File: config.mk
export PLATFORM = sky130hd
export DESIGN_NAME = load_store_unit
export DESIGN_NICKNAME = d
export VERILOG_FILES = /design/src/rtl/lsu_pkg.sv /design/src/rtl/byte_lane_unit.sv /design/src/rtl/load_store_unit.sv
export SDC_FILE = /design/constraint.sdc
export NUM_CORES = 1
export LEC_CHECK = 0
export CAP_MARGIN = 30
export CORE_MARGIN = 4
export CORE_UTILIZATION = 51
export CTS_CLUSTER_SIZE = 20
export DETAILED_ROUTE_END_ITERATION = 8
export PLACE_DENSITY = 0.92
export SYNTH_ARGS = -nofsm -noshare
export SYNTH_HDL_FRONTEND = slang
export SYNTH_HIERARCHICAL = 1
export SYNTH_SLANG_ARGS = --single-unit
export TNS_END_PERCENT = 20
File: constraint.sdc
create_clock -name clk_i -period 5.65 [get_ports clk_i]
set_input_delay 1.13 -clock clk_i [delete_from_list [all_inputs] [get_ports clk_i]]
set_output_delay 1.13 -clock clk_i [all_outputs]
set_load 0.01 [all_outputs]
File: src/rtl/lsu_pkg.sv
// Shared encodings for the load/store unit: access sizes, FSM states,
// the latched request record and the alignment rule.
package lsu_pkg;

   localparam int unsigned MEM_BYTES_DEF = 44;
   localparam int unsigned NUM_LANES     = 4;

   typedef enum logic [1:0] {
      SZ_BYTE = 2'b00,
      SZ_HALF = 2'b01,
      SZ_WORD = 2'b10,
      SZ_RSVD = 2'b11
   } size_e;

   typedef enum logic [1:0] {
      IDLE = 2'b00,
      RD   = 2'b01,
      WR   = 2'b10,
      RESP = 2'b11
   } state_e;

   typedef struct packed {
      logic        write;
      size_e       size;
      logic        unsgn;
      logic [1:0]  offset;
      logic [31:0] wdata;
   } lsu_req_t;

   // Reserved size is reported as a misalignment.
   function automatic logic is_misaligned(input logic [1:0] size, input logic [1:0] off);
      case (size)
         SZ_BYTE: return 1'b0;
         SZ_HALF: return off[0];
         SZ_WORD: return (off != 2'b00);
         default: return 1'b1;
      endcase
   endfunction

endpackage

File: src/rtl/byte_lane_unit.sv
// Little-endian byte-lane datapath: extracts and extends load data,
// and merges sub-word store data into the word read back from memory.
module byte_lane_unit
   import lsu_pkg::*;
(
   input  logic [1:0]  size_i,
   input  logic        unsigned_i,
   input  logic [1:0]  offset_i,
   input  logic [31:0] rdata_i,
   input  logic [31:0] base_i,
   input  logic [31:0] wdata_i,
   output logic [31:0] load_o,
   output logic [31:0] store_o
);

   logic [NUM_LANES-1:0][7:0] rd_b;
   logic [NUM_LANES-1:0][7:0] base_b;
   logic [NUM_LANES-1:0][7:0] st_b;
   logic [NUM_LANES-1:0]      lane_en;
   logic [7:0]                byte_sel;
   logic [15:0]               half_sel;

   assign rd_b   = rdata_i;
   assign base_b = base_i;

   always_comb begin
      byte_sel = rd_b[offset_i];
      half_sel = offset_i[1] ? rdata_i[31:16] : rdata_i[15:0];
      case (size_i)
         SZ_BYTE: load_o = {{24{~unsigned_i & byte_sel[7]}}, byte_sel};
         SZ_HALF: load_o = {{16{~unsigned_i & half_sel[15]}}, half_sel};
         default: load_o = rdata_i;
      endcase
   end

   always_comb begin
      case (size_i)
         SZ_BYTE: lane_en = 4'b0001 << offset_i;
         SZ_HALF: lane_en = offset_i[1] ? 4'b1100 : 4'b0011;
         default: lane_en = 4'b1111;
      endcase
   end

   // Each enabled lane takes its byte from the low bits of the store data.
   genvar i;
   generate
      for (i = 0; i < NUM_LANES; i++) begin : g_lane
         logic [7:0] src;
         assign src = (size_i == SZ_BYTE) ? wdata_i[7:0] :
                      (size_i == SZ_HALF) ? wdata_i[8*(i%2) +: 8] :
                                            wdata_i[8*i +: 8];
         assign st_b[i] = lane_en[i] ? src : base_b[i];
      end
   endgenerate

   assign store_o = st_b;

endmodule

File: src/rtl/load_store_unit.sv
// Data-memory initiator: one request at a time, sub-word stores via
// read-modify-write, errors answered without touching memory.
module load_store_unit
   import lsu_pkg::*;
#(
   parameter int unsigned MEM_BYTES = MEM_BYTES_DEF
) (
   input  logic        clk_i,
   input  logic        reset_n_i,
   input  logic        ReqValid_i,
   output logic        ReqReady_o,
   input  logic        ReqWrite_i,
   input  logic [1:0]  ReqSize_i,
   input  logic        ReqUnsigned_i,
   input  logic [31:0] ReqAddr_i,
   input  logic [31:0] ReqWData_i,
   output logic        RespValid_o,
   output logic [31:0] RespData_o,
   output logic        MisalignErr_o,
   output logic        RangeErr_o,
   output logic [31:0] MemAddress_o,
   output logic [31:0] MemWriteData_o,
   output logic        MemWrite_o,
   output logic        MemRead_o,
   input  logic [31:0] MemReadData_i
);

   state_e      state_q, state_d;
   lsu_req_t    req_q;
   logic [31:0] buf_q;
   logic [31:0] rdata_q;
   logic [31:0] addr_q;
   logic        mis_q, rng_q;
   logic        accept, acc_mis, acc_rng;
   logic [31:0] ld_word, st_word;

   assign accept  = ReqValid_i && (state_q == IDLE);
   assign acc_mis = is_misaligned(ReqSize_i, ReqAddr_i[1:0]);
   // Unsigned 32-bit compare on the aligned address; no wrap-around.
   assign acc_rng = ({ReqAddr_i[31:2], 2'b00} > (MEM_BYTES - 32'd4));

   always_ff @(posedge clk_i or negedge reset_n_i) begin
      if (!reset_n_i) state_q <= IDLE;
      else            state_q <= state_d;
   end

   always_comb begin
      state_d = state_q;
      case (state_q)
         IDLE: begin
            if (ReqValid_i) begin
               if (acc_mis || acc_rng)                    state_d = RESP;
               else if (ReqWrite_i && ReqSize_i == SZ_WORD) state_d = WR;
               else                                       state_d = RD;
            end
         end
         RD:      state_d = req_q.write ? WR : RESP;
         WR:      state_d = RESP;
         RESP:    state_d = IDLE;
         default: state_d = IDLE;
      endcase
   end

   // Strobes decode straight from state so reset drops them asynchronously.
   always_comb begin
      ReqReady_o  = 1'b0;
      MemRead_o   = 1'b0;
      MemWrite_o  = 1'b0;
      RespValid_o = 1'b0;
      case (state_q)
         IDLE:    ReqReady_o  = 1'b1;
         RD:      MemRead_o   = 1'b1;
         WR:      MemWrite_o  = 1'b1;
         RESP:    RespValid_o = 1'b1;
         default: ;
      endcase
   end

   always_ff @(posedge clk_i or negedge reset_n_i) begin
      if (!reset_n_i) begin
         req_q   <= '0;
         buf_q   <= '0;
         rdata_q <= '0;
         addr_q  <= '0;
         mis_q   <= 1'b0;
         rng_q   <= 1'b0;
      end else begin
         if (accept) begin
            req_q <= '{write:  ReqWrite_i,
                       size:   size_e'(ReqSize_i),
                       unsgn:  ReqUnsigned_i,
                       offset: ReqAddr_i[1:0],
                       wdata:  ReqWData_i};
            mis_q <= acc_mis;
            rng_q <= acc_rng & ~acc_mis;
            if (!(acc_mis || acc_rng)) addr_q <= {ReqAddr_i[31:2], 2'b00};
         end
         if (state_q == RD) begin
            buf_q <= MemReadData_i;
            if (!req_q.write) rdata_q <= ld_word;
         end
      end
   end

   byte_lane_unit u_lanes (
      .size_i     (req_q.size),
      .unsigned_i (req_q.unsgn),
      .offset_i   (req_q.offset),
      .rdata_i    (MemReadData_i),
      .base_i     (buf_q),
      .wdata_i    (req_q.wdata),
      .load_o     (ld_word),
      .store_o    (st_word)
   );

   assign MemAddress_o   = addr_q;
   assign MemWriteData_o = st_word;
   assign RespData_o     = rdata_q;
   assign MisalignErr_o  = mis_q & (state_q == RESP);
   assign RangeErr_o     = rng_q & (state_q == RESP);

endmodule
# Word level (Yosys, flattened, before mapping)
# Cells that the tools add are included.
# W data, S select, Z words.
dict set report op_classes {
  order_cmp 2
  eq_ne 7
  n_shift 1
  mux 25
  n_bitwise 9
  reduce_logical 9
}
# op n
set ops {}
lappend ops {{$mux W8} 10}
lappend ops {{$pmux W32 S2} 1}
lappend ops {{$gt A32 B6 Y1 const B} 1}
lappend ops {{$bmux W8 S2} 1}
lappend ops {{$mux W16} 1}
lappend ops {{$pmux W2 S4} 1}
lappend ops {{$pmux W4 S2} 1}
lappend ops {{$eq A2 B1 Y1 const B} 3}
lappend ops {{$eq A2 B2 Y1 const B} 3}
lappend ops {{$logic_not A2 Y1} 3}
lappend ops {{$mux W2} 3}
lappend ops {{$and A1 B1 Y1} 5}
lappend ops {{$mux W1} 5}
lappend ops {{$mux W4} 1}
lappend ops {{$not A1 Y1} 4}
lappend ops {{$reduce_and A2 Y1} 2}
lappend ops {{$shl A1 B2 Y4 const A} 1}
lappend ops {{$lt A2 B3 Y1 const B} 1}
lappend ops {{$pmux W1 S3} 1}
lappend ops {{$logic_and A1 B1 Y1} 2}
lappend ops {{$ne A2 B2 Y1 const B} 1}
lappend ops {{$reduce_bool A2 Y1} 1}
lappend ops {{$logic_or A1 B1 Y1} 1}
dict set report word_totals {
  register_bits 136
  inputBits 103
  out_inout_bits 102
  word_cells 64
}

# Depth between registers and ports, before layout
# Gate-level depths: netlist (run 1).
dict set report depth {
  depth_word 6
  mapped_depth 8
  mapped_depth_nobuf 6
}

# Cells and area by module
# Netlist (run 1), hierarchy kept.
# mod instances cells_per_inst area_per_inst_um2 seq_area_each_um2
set by_module_without_submodules {}
lappend by_module_without_submodules {load_store_unit 1 326 5098.6 3403.3}
lappend by_module_without_submodules {byte_lane_unit 1 197 1557.7 0.0}

# Worst setup path before layout (run 1)
# No wires, ideal clock.
dict set report synth_timing {
  kind {reg2out}
  startpoint {reg req_q[33] (netlist bit)}
  endpoint {out MemWriteData_o[4]}
  arrival_time_ns 1.529
  required_ns 4.520
  slack_ns 2.991
  stages_incl_launch_ff 6
  path_buffers 3
  path_cell_list {dfrtp_1 > clkbuf_1 > buf_4 > o21bai_2 > buf_2 > mux2_2}
}
dict set report synth_via {
  elab_chain_len 3
  elab_cells_between_ends 4
  classes_between {shift (1); mux (3)}
}
# element line_no
set synth_lines {}
lappend synth_lines {{from (decl)} load_store_unit.sv:29} ;# lsu_req_t req_q;
lappend synth_lines {{from (signal assigned)} load_store_unit.sv:89} ;# req_q <= '{write: ReqWrite_i,
lappend synth_lines {{$mux W4 / $shl A1 B2 Y4 (equally long branches)} {byte_lane_unit.sv:39, byte_lane_unit.sv:38}}
lappend synth_lines {{$pmux W4 S2 (*)} byte_lane_unit.sv:37} ;# case (size_i)
lappend synth_lines {{$mux W8 (*)} byte_lane_unit.sv:52} ;# assign st_b[i] = lane_en[i] ? src : base_b[i];
lappend synth_lines {{to (decl)} load_store_unit.sv:22} ;# output logic [31:0] MemWriteData_o,
# Mark *: on every way between the ends. The rest lies on a longest branch, timed or not.

# Worst setup path after layout (run 1)
dict set report layout_timing {
  startpoint {reg req_q[33] (netlist bit)}
  endpoint {out MemWriteData_o[13]}
}
# Same word-level chain as after synthesis.

==> flow_summary.json, run 1 <==
{
  "core_region_area_um2": 12720,
  "synth_top_area_share_pct": 51.13,
  "post_synth_num_cell_types": 42,
  "filler_cell_count": 842,
  "cts_sinks": 136,
  "clk_latency_ns": 0.42,
  "r2r_start": "state_q[1]",
  "die_w_um": 122.2,
  "synthFlopType": "dfrtp_1",
  "layout-drive-gt1-share_pct": 28.10,
  "switching_power_mw": 1.994,
  "io_buffers": 202,
  "grt_pass1_wl_um": 31680,
  "groute.usage.overall_pct": 28.43,
  "crit_chain": "inv_1 -> a21oi_2 -> mux2_2 -> clkdlybuf4s50_1",
  "post_cts_buffers": 0,
  "cp_top_family": "buffers and inverters",
  "cpMaxStageDelayCell": "dfrtp_1",
  "grt_pass1_vias": 5759,
  "clockBufferDepth": 2,
  "leakagePower_nw": 3.974,
  "ys_seq_area_share_pct": 51.13,
  "fin_crit_ns": 4.220,
  "worstHoldStart": "MemAddress_o[3]",
  "finalWirelength_um": 20590,
  "reg2reg_depth": 8,
  "comb_power_share_pct": 50.7,
  "slowest_delay_ns": 0.77,
  "grt_max_degree": 92,
  "ant_nets": 0,
  "seq_power_share_pct": 29.4,
  "place_ws_ns": 1.970,
  "rows": 41,
  "die-area_um2": 14940,
  "synthToLayoutAreaGrowth_pct": 41.09,
  "ys_ff_latch": 136,
  "mostFrequentLayoutCells": "clkdlybuf4s50_1, mux2_2, dfrtp_1",
  "rr_endpoint": "MemAddress_o[2]",
  "avgSynthCellArea_um2": 12.73,
  "clkSlewWorstSetupHoldPaths_ns": 0.06,
  "clock-root-buffer": "clkbuf_16",
  "setup_violations": 0,
  "switching_share_pct": 34.86,
  "vias": 5163,
  "drt-vias-per-instance": 5.749,
  "antenna_cells": 0,
  "holdPathStages": 1,
  "ys_async_sr_fraction_pct": 100.0,
  "grt_antenna_before_repair": 0,
  "cp.arrival_ns": 3.09,
  "place_congestion": 0.8804,
  "worst_pin_slew_ns": 1.015,
  "hpwl_um": 14950,
  "synth.cell_area_um2": 6656,
  "synth-edff-count": 0,
  "cts_tree": "built",
  "drt-initial-drc-count": 429,
  "hold_viol": 0,
  "powerDensity_nw_per_um2": 609.1,
  "path_max_fanout": 16,
  "end_kind": "output port",
  "peakVddDrop_mv": 0.2766,
  "pwr-share-clk_pct": 19.9,
  "fin_cells": 898,
  "syn_inst": 523,
  "hold_class": "register to register",
  "pin_count": 205,
  "crit_type": "register to output port",
  "drt-wirelength-per-cell_um": 22.93,
  "netlist_top_cells_area": "dfrtp_1, mux2_2, nor2b_1",
  "gr-total-overflow": 0,
  "first_pass_iters": 5,
  "clock-skew-final_ns": 0.007979,
  "layout_commonest_cell": "clkdlybuf4s50_1",
  "route.detailed.drc": 0,
  "worst_ep_required_time_ns": 4.52,
  "hold_end": "MemAddress_o[3]",
  "max_freq_ghz": 0.2370,
  "yosysTopAreaCell": "dfrtp_1",
  "die-height_um": 122.2,
  "crit_buf_inv": 2,
  "fin_nets": 820,
  "finalWorstSetupSlack_ns": 1.430,
  "internal-power_mw": 3.726,
  "relSlewSlack_pct": 32.35,
  "rsz0062_at_grt": "no",
  "outcome": "complete, no violations",
  "cp-start-kind": "register",
  "ctsResizeCount": 0,
  "yosys_warnings": 6,
  "period_share_pct": 74.69,
  "tns_ns": 0,
  "cts_hold_buffers": 0,
  "cts_max_level": 4,
  "slew_violations": 0,
  "start_util_pct": 52.32,
  "cts_buffers": 17,
  "drv_cap": 0,
  "place_inst": 866,
  "rrSetupSlack_ns": 2.81
}
==> per-layer routing <==
metal / up-vias / track usage, % / share of wire (%)
li1: 2275 / - / -
met1: 2581 / 32.99 / 37
met2: 278 / 49.26 / 51
met3: 29 / 10.51 / 10
met4: 0 / 8.537 / 1.4
met5: - / 0 / 0
==> flip-flops by register name, indices dropped and copies added (netlist names) <==
signal / flops
rng_q: 1
buf_q: 32
RespData_o: 32
mis_q: 1
MemAddress_o: 30
req_q: 38
state_q: 2
==> metrics by stage <==
stage	area, um2	util, %	hold slack, ns	power (mW)
finish	9392	73.82	0.4928	5.720
global route	9392	73.82	0.5156	6.006
CTS	9392	73.82	0.4964	5.726
detailed placement	8780	69.01	0.4825	4.546
global placement	8752	68.79	0.4605	4.404
floorplan	6660	-	0.4409	3.317
==> cell type report <==
class	count	area [um2]	share of cell area [%]
Inverter	5	18.77	0.1998
Timing Repair Buffer	209	2096	22.32
Multi-Input combinational cell	344	3047	32.44
Clock inverter	14	172.7	1.839
Tap cell	172	215.2	2.291
Clock buffer	18	439.2	4.676
Sequential cell	136	3403	36.24
==> worst max path at each step <==
stage	from	endpoint	slack, ns	cells after the start
after floorplan	req_q[33]	MemWriteData_o[4]	2.99	5
after global placement	req_q[35]	MemWriteData_o[10]	1.68	4
after detailed placement	req_q[33]	MemWriteData_o[13]	1.97	4
after CTS	req_q[33]	MemWriteData_o[13]	1.48	4
after global routing	req_q[33]	MemWriteData_o[13]	1.30	4
final	req_q[33]	MemWriteData_o[13]	1.43	4
==> kinds of logic (layout without fill, tap and decap cells) <==
kind of cell	after synthesis	after routing	share of synthesized area, %
simple gates	100	100	8.402
flops	136	136	51.13
mux	173	173	29.19
other cells	1	2	0.05634
compound gates	65	65	7.143
fa+ha+maj	4	4	0.7519
buf+inv	44	246	3.327
==> power by group through the flow <==
stage          Combinational (mW)  Sequential, mW  Clock (mW)
6_report                     2.90            1.68        1.14
5_1_grt                      3.08            1.73        1.19
4_1_cts                      2.90            1.68        1.15
3_5_place_dp                 2.86            1.69           0
3_3_place_gp                 2.74            1.66           0
2_1_floorplan                1.71            1.60           0
==> worst reg2reg max path, delay by kind of cell (launching register included) <==
kind / cells / cell delay (ns)
simple gates: 2 / 0.59
compound gates: 1 / 0.29
fa+ha+maj: 1 / 0.27
buf+inv: 3 / 0.78
mux: 1 / 0.37
flops: 1 / 0.42
==> synth_stat cells, types with 7 or more instances <==
| library cell | instances |
|---|---|
| nor2_1 | 10 |
| dfrtp_1 | 136 |
| nor4_1 | 7 |
| o22ai_1 | 16 |
| a221o_1 | 7 |
| mux2i_1 | 16 |
| clkbuf_1 | 13 |
| nand2_1 | 20 |
| a22oi_1 | 8 |
| buf_2 | 12 |
| mux2_2 | 150 |
| o21ai_0 | 13 |
| nor2b_1 | 47 |
| o221ai_1 | 8 |
Note: power is estimated with default switching activity, not from simulation.
==> run 2: changes to the inputs <==
CORE_UTILIZATION = 43   (was 51)
PLACE_DENSITY = 0.83   (was 0.92)
clock period = 3.7 ns   (was 5.65 ns; I/O delays follow)
==> run 2 against run 1 <==
Compared with the run above: cell count up 2.2%; die area up 17%; utilization down 12 points; sequential cell count unchanged; power up 51%; critical path depth up 1; routed wire length down 1.8%; sequential share of layout area down 0.13 points; count of clock-buffer cells in the layout unchanged; via count down 3.0%; first-iteration DRC count down 30%; clock skew about the same.
==> flow_summary.json, run 2 (synthesis gave the netlist of run 1 again) <==
{
  "layout-drive-gt1-share_pct": 28.49,
  "synthToLayoutAreaGrowth_pct": 41.58,
  "ant_nets": 0,
  "rsz0062_at_grt": "no",
  "layout_commonest_cell": "clkdlybuf4s50_1",
  "drt-wirelength-per-cell_um": 22.02,
  "cts_buffers": 17,
  "cts_tree": "built",
  "path_max_fanout": 10,
  "reg2reg_depth": 4,
  "start_util_pct": 43.79,
  "cp-start-kind": "register",
  "period_share_pct": 95.48,
  "rrSetupSlack_ns": 1.43,
  "die-area_um2": 17540,
  "antenna_cells": 0,
  "fin_nets": 826,
  "end_kind": "output port",
  "drv_cap": 0,
  "comb_power_share_pct": 51.1,
  "cts_max_level": 4,
  "io_buffers": 202,
  "leakagePower_nw": 3.996,
  "cts_hold_buffers": 0,
  "pwr-share-clk_pct": 19.5,
  "groute.usage.overall_pct": 23.50,
  "first_pass_iters": 5,
  "internal-power_mw": 5.669,
  "hpwl_um": 15010,
  "drt-initial-drc-count": 301,
  "relSlewSlack_pct": 43.87,
  "hold_viol": 0,
  "cts_sinks": 136,
  "crit_type": "register to output port",
  "fin_total_pwr_mw": 8.633,
  "setup_violations": 0,
  "vias": 5008,
  "drt-vias-per-instance": 5.455,
  "post_cts_buffers": 0,
  "gr-total-overflow": 0,
  "clkSlewWorstSetupHoldPaths_ns": 0.06,
  "outcome": "complete, no violations",
  "clockBufferDepth": 2,
  "post-route-cell-area_um2": 9424,
  "clk_latency_ns": 0.42,
  "switching_power_mw": 2.963,
  "core_region_area_um2": 15200,
  "top_register": "req_q",
  "pin_count": 205,
  "die_w_um": 132.4,
  "peakVddDrop_mv": 0.4392,
  "grt_pass1_wl_um": 31730,
  "cp.arrival_ns": 2.79,
  "powerDensity_nw_per_um2": 916.0,
  "dpl-instance-area_um2": 8840,
  "slew_violations": 0,
  "place_congestion": 0.8875,
  "clock-skew-final_ns": 0.008306,
  "fin_crit_ns": 3.533,
  "rows": 45,
  "seq_power_share_pct": 29.4,
  "max_freq_ghz": 0.2831,
  "tns_ns": 0,
  "grt_antenna_before_repair": 0,
  "worst_ep_required_time_ns": 2.96,
  "largest_register_ffs": 38,
  "ctsResizeCount": 0,
  "grt_max_degree": 88,
  "die-height_um": 132.4,
  "worst_pin_slew_ns": 0.8414,
  "grt_pass1_vias": 5513,
  "rr_endpoint": "RespData_o[24]",
  "mostFrequentLayoutCells": "clkdlybuf4s50_1, mux2_2, dfrtp_1",
  "route.detailed.drc": 0,
  "clock-root-buffer": "clkbuf_16",
  "switching_share_pct": 34.33,
  "r2r_start": "req_q[33]",
  "cp-startpoint": "req_q[35]",
  "finalWirelength_um": 20220,
  "critPathCapture": "MemWriteData_o[8]",
  "hold_class": "input pin to asynchronous set/reset pin"
}
==> run 2: worst min path at each step <==
stage / to / slack [ns] / cells past startpoint
floorplan: MemAddress_o[10] / 0.44 / 0
global placement: rng_q / 0.46 / 2
detailed placement: MemAddress_o[5] / 0.48 / 1
CTS: req_q[20] / 0.41 / 1
global route: req_q[21] / 0.44 / 1
finish: req_q[21] / 0.38 / 1
==> run 2: final cells by class <==
class	count	area [um2]
clock buffer	18	429.2
inverter	5	18.77
sequential	136	3403
tap	188	235.2
timing repair buffer	215	2133
clock inverter	12	155.1
fill	1194	5778
multi-input combinational	344	3049
==> run 2: metrics by stage <==
step / setup slack [ns] / util (%) / hold slack [ns] / instances
after floorplan: 1.431 / - / 0.4409 / 524
after global placement: 0.7245 / 58.15 / 0.4603 / 888
after detailed placement: 0.6584 / 58.15 / 0.4774 / 888
after CTS: 0.2007 / 61.99 / 0.4125 / 918
after global routing: 0.08274 / 61.99 / 0.4376 / 918
final: 0.1674 / 61.99 / 0.3780 / 918
==> run 2: worst max-delay path: stages (launching register included) <==
cell and delay [ns]:
dfrtp_1 0.51, buf_4 0.26, or2_1 0.44, mux2_2 0.39, mux2_2 0.27, clkdlybuf4s50_1 0.50
==> run 2: metal layers <==
metal  vias up  share of wire [%]  track usage [%]  wire length, um
met1      2482                 42            29.97             8427
li1       2276                  -                -                -
met2       229                 48            37.98             9761
met4         0                1.4            6.120              286
met3        21                8.6            8.821             1742
met5         -                  0                0                0
==> run 2: power by group through the flow <==
stage / combinational (mW) / clock, mW / sequential (mW)
floorplan: 2.62 / 0 / 2.45
global placement: 4.29 / 0 / 2.53
detailed placement: 4.39 / 0 / 2.55
CTS: 4.43 / 1.71 / 2.53
global route: 4.72 / 1.77 / 2.62
finish: 4.41 / 1.68 / 2.54
